## src/rtl/decoder_bank.sv

```systemverilog
// decoder_bank: enabled 1-to-2, 2-to-4 and 3-to-8 one-hot decoders with registered copies
module decoder_bank (
  input  logic       clk,
  input  logic       rst,
  input  logic       ena,
  input  logic       in_1_to_2,
  input  logic [1:0] in_2_to_4,
  input  logic [2:0] in_3_to_8,
  output logic [1:0] out_1_to_2,
  output logic [3:0] out_2_to_4,
  output logic [7:0] out_3_to_8,
  output logic [1:0] q_1_to_2,
  output logic [3:0] q_2_to_4,
  output logic [7:0] q_3_to_8
);
  function automatic logic [1:0] dec1(input logic en, input logic s);
    return {en & s, en & ~s};
  endfunction
  // Wider decoders: the MSB picks which half's sub-decoder is enabled.
  function automatic logic [3:0] dec2(input logic en, input logic [1:0] s);
    logic [1:0] h;
    h = dec1(en, s[1]);
    return {dec1(h[1], s[0]), dec1(h[0], s[0])};
  endfunction
  function automatic logic [7:0] dec3(input logic en, input logic [2:0] s);
    logic [1:0] h;
    h = dec1(en, s[2]);
    return {dec2(h[1], s[1:0]), dec2(h[0], s[1:0])};
  endfunction
  assign out_1_to_2 = dec1(ena, in_1_to_2);
  assign out_2_to_4 = dec2(ena, in_2_to_4);
  assign out_3_to_8 = dec3(ena, in_3_to_8);
  always_ff @(posedge clk or posedge rst)
    if (rst) begin
      q_1_to_2 <= '0;
      q_2_to_4 <= '0;
      q_3_to_8 <= '0;
    end else begin
      q_1_to_2 <= out_1_to_2;
      q_2_to_4 <= out_2_to_4;
      q_3_to_8 <= out_3_to_8;
    end
endmodule

```

## config.mk

```make
export PLATFORM = sky130hd
export DESIGN_NAME = decoder_bank
export DESIGN_NICKNAME = d
export VERILOG_FILES = /design/src/rtl/decoder_bank.sv
export SDC_FILE = /design/constraint.sdc
export NUM_CORES = 1
export LEC_CHECK = 0
export CAP_MARGIN = 5
export CORE_UTILIZATION = 32
export CTS_CLUSTER_DIAMETER = 150
export DETAILED_ROUTE_END_ITERATION = 10
export PLACE_DENSITY = 0.75
export SLEW_MARGIN = 5
export SYNTH_ARGS = -nofsm -noshare
export SYNTH_HDL_FRONTEND = slang
export SYNTH_SLANG_ARGS = --single-unit
export TNS_END_PERCENT = 20
```

## constraint.sdc

```tcl
create_clock -name clk -period 0.9 [get_ports clk]
set_input_delay 0.225 -clock clk [delete_from_list [all_inputs] [get_ports clk]]
set_output_delay 0.225 -clock clk [all_outputs]
set_load 0.01 [all_outputs]
```

-- Word-level counts from Yosys, hierarchy flattened
Cells that the tools add are included.
- register bits after elaboration: 14
- bits in latches: 0
- bits in writable memories: 0
- ROM bits: 0
- output and inout bits: 28
- word-level logic and storage cells: 31
- memories kept: 0
- add/sub/neg operators: 0
- $mul: 0
- divide/modulo/power cells: 0
- order comparisons: 0
- eq/ne operators: 0
- shifts and indexed selects: 0
- muxes and demuxes: 0
- bitwise gates (word level): 28
- reduce and logical (&&, ||, !) cells: 0
- operators with widths (operator ; number):
    $and A1 B1 Y1 ; 22
    $not A1 Y1 ; 6

-- Logic depth before layout (Yosys ltp)
- word-level depth: 4
- depth in mapped cells: 2
- mapped depth without buffers: 1

-- Least setup slack after synthesis
No wires, ideal clock.
- path kind: input-to-output
- start point: in ena
- end point: out out_3_to_8[0]
- arrival: 0.585 ns
- required time: 0.675 ns
- slack: 0.090 ns
- stages: 2
- buffers on the path: 1
- path through: buf_4 -> nor4b_4
- longest elaborated chain between the ends: 3
- RTL lines (what ; line ; text):
    from (decl) ; 5 ; input logic ena,
    $and A1 B1 Y1 (3 in series) ; 17 ; return {en & s, en & ~s};
    to (decl) ; 11 ; output logic [7:0] out_3_to_8,
No other way between the ends.

-- Worst setup path in the final report
- start point: in in_3_to_8[0]
- end point: out out_3_to_8[0]
- longest elaborated chain between the ends: 2
- RTL lines (what ; line ; text):
    from (decl) ; 8 ; input logic [2:0] in_3_to_8,
    $not A1 Y1 ; 17 ;
    $and A1 B1 Y1 ; 17 ;
No other way between the ends.

==> flow_summary_export.csv <==
group,metric,value,unit
worst_setup_path,crit_fanout,8,
finish,design_area,946,sq um
worst_setup_path,endpoint_kind,"primary output",
finish,fillers,111,
grt,grt.busiest_layer,"met2",
grt,grt_usage,16.8,%
worst_setup_path,cp_num_buf_inv,2,
min_path,hold_path.class,"in2reg",
synthesis,avgSynthCellArea,17.1,sq um
die,dieArea,1770,sq um
run_status,violations,"setup timing",
pwr,total_power,1.31,mW
timing,timing.final.crit_period,1.03,ns
pwr,ir_drop,0.000711,V
min_path,hold_path_end,"q_1_to_2[0]",
synthesis,ys_warn_count,0,
timing,slew-limit-headroom,85.2,%
run,maxCapViolCount,0,
synthesis,synth.distinct_cells,14,
synthesis,synthCells,30,
grt,grt.met1_usage,22.1,%
die,pin_count,37,
placed_design,port_buffers,36,
die,start_util,34.1,%
worst_setup_path,worstSetupStartpointType,"primary input",
route,dr.pass1.iters,2,
timing,final_max_slew_viol_count,0,
worst_setup_path,cp.arrival,0.80,ns
synthesis,syn-cell-area,513,sq um
grt,grtUsageMet2,26.9,%
die,die_h,42.0,um
die,die_w,42.0,um
placed_design,place.gp.congestion,0.717,
clocking,htreeDepth,1,
worst_setup_path,crit_slowest_cell,"nor4b_4",
route,drt_iter0_drc,1,
timing,finalCritPeriodShare,114,%
route,wl,1310,um
grt,met3_usage,3.45,%
clocking,clock_sinks,14,
worst_setup_path,path_class,"in2out",
worst_setup_path,crit_family,"buffers and inverters",
placed_design,place_area,913,sq um
route,postRouteAntennaNets,0,
grt,grt_max_degree,15,
clocking,clockRootBuffer,"clkbuf_4",
timing,tightest_slew,0.221,ns
die,rows,14,
timing,setup_violations,28,
grt,antenna_found_initial,0,
worst_setup_path,crit_chain,"buf_8 > nor4b_4 > buf_2",
route,drc,0,
route,vias_per_cell,4.75,
timing,setup_slack,-0.127,ns
finish,nets,91,
placed_design,hpwl,944,um
finish,antenna_cells,0,
clocking,clk_transition_reported_paths,0.08,ns
synthesis,ys_ff_latch,14,
timing,hold_viol,0,
route,vias,461,
run_status,outcome,"finished, violations left",
worst_setup_path,slowest_delay,0.29,ns
min_path,min_from,"in_1_to_2",
synthesis,syn_nets,39,
timing,fmax,0.974,GHz
clocking,cts_buffers,3,
route,wire_per_inst,13.5,um
clocking,clockBufferDepth,2,
die,core-area,1510,sq um
grt,grt_pass1_wl,2200,um
clocking,cts_tree,"built",
finish,drive_gt1_share,74.1,%
synthesis,seq_area_frac_synth,68.3,%
grt,first_global_vias,460,
timing,rsz0062_at_grt,"yes",
worst_setup_path,worstPathRequired,0.67,ns
grt,grt_overflow,0,
finish,area_growth,84.4,%
pwr,p_per_area,1390,nW/um^2
min_path,hold_depth,2,
pwr,p_leak,0.556,nW
## synthesized netlist by cell type, drive strengths merged
library cell | n | share of area [%]
and3b | 2 | 3.4
nor2b | 1 | 1.2
and3 | 1 | 1.2
nor3b | 1 | 2.4
inv | 1 | 0.73
and2 | 1 | 1.2
buf | 1 | 1.5
nor4b | 1 | 4.6
and4bb | 3 | 7.3
dfrtp | 14 | 68
and4b | 3 | 6.3
and4 | 1 | 1.7
## power breakdown
part	total, mW	internal (mW)	switching, mW	leakage [nW]
registers	0.653	0.649	0.00493	0.189
clock network	0.431	0.246	0.185	0.0210
logic	0.227	0.126	0.100	0.346
total	1.31	1.02	0.291	0.556
## final cells by class
class	count	area (sq um)	area share (%)
clock buffers	4	36.3	3.84
inverters	1	3.75	0.397
multi-input cells	14	164	17.3
flip-flops and latches	14	350	37.0
well taps	16	20.0	2.12
repair buffers	48	372	39.3
## worst max-delay path by stage
stage	start	endpoint	slack, ns	depth (start not counted)
final	in_3_to_8[0]	out_3_to_8[0]	-0.13	3
after global routing	ena	out_3_to_8[0]	-0.16	4
after CTS	in_3_to_8[0]	out_3_to_8[0]	-0.12	3
after detailed placement	in_3_to_8[1]	out_3_to_8[0]	-1.04	3
after global placement	in_3_to_8[1]	out_3_to_8[0]	-1.02	3
after floorplan	ena	out_3_to_8[0]	0.09	2
## kinds of logic (layout without fill, tap and decap cells)
group,Yosys count,after routing,share of synthesized area [%]
DFF,14,14,68.3
and+or+nand+nor,14,14,29.5
buffers and inverters,2,53,2.19
## flip-flops by register name, indices dropped and copies added, names as in the netlist
name and cells:
q_3_to_8 8, q_2_to_4 4, q_1_to_2 2
## placed cells by master (no fill, tap or decap), types with 2 or more instances in the layout
master,synthesis,layout
dfrtp_1,14,14
and4bb_1,2,2
buf_8,0,2
buf_6,0,11
buf_2,0,23
buf_4,1,9
and3b_1,2,2
clkbuf_4,0,3
and4b_2,2,2
## metrics by stage
stage               worst slack, ns  hold WS, ns  utilization, %  std cells  TNS [ns]
floorplan                    0.0897        0.114               -         30         0
global placement              -1.02        0.545            60.6         83    -18.88
detailed placement            -1.04        0.545            60.6         83    -19.94
CTS                          -0.125        0.123            61.5         96     -2.53
global route                 -0.160        0.117            62.8         97     -3.16
finish                       -0.127        0.123            62.8         97     -2.42
## routing by layer
metal | wire (um) | vias up
met5 | 0 | -
met4 | 13 | 0
met3 | 53 | 2
met2 | 669 | 14
met1 | 571 | 233
li1 | - | 212
## repair_timing
| item | CTS | global route |
|---|---|---|
| setup buffers | 8 | 1 |
| resized for setup | 160 | 5 |
| hold buffers | 0 | 0 |
| cloned | 1 | 0 |
| pin swaps | 11 | 1 |
| endpoints found under the setup margin | 36 | 28 |
No activity file was read; power rests on OpenSTA's default activity.
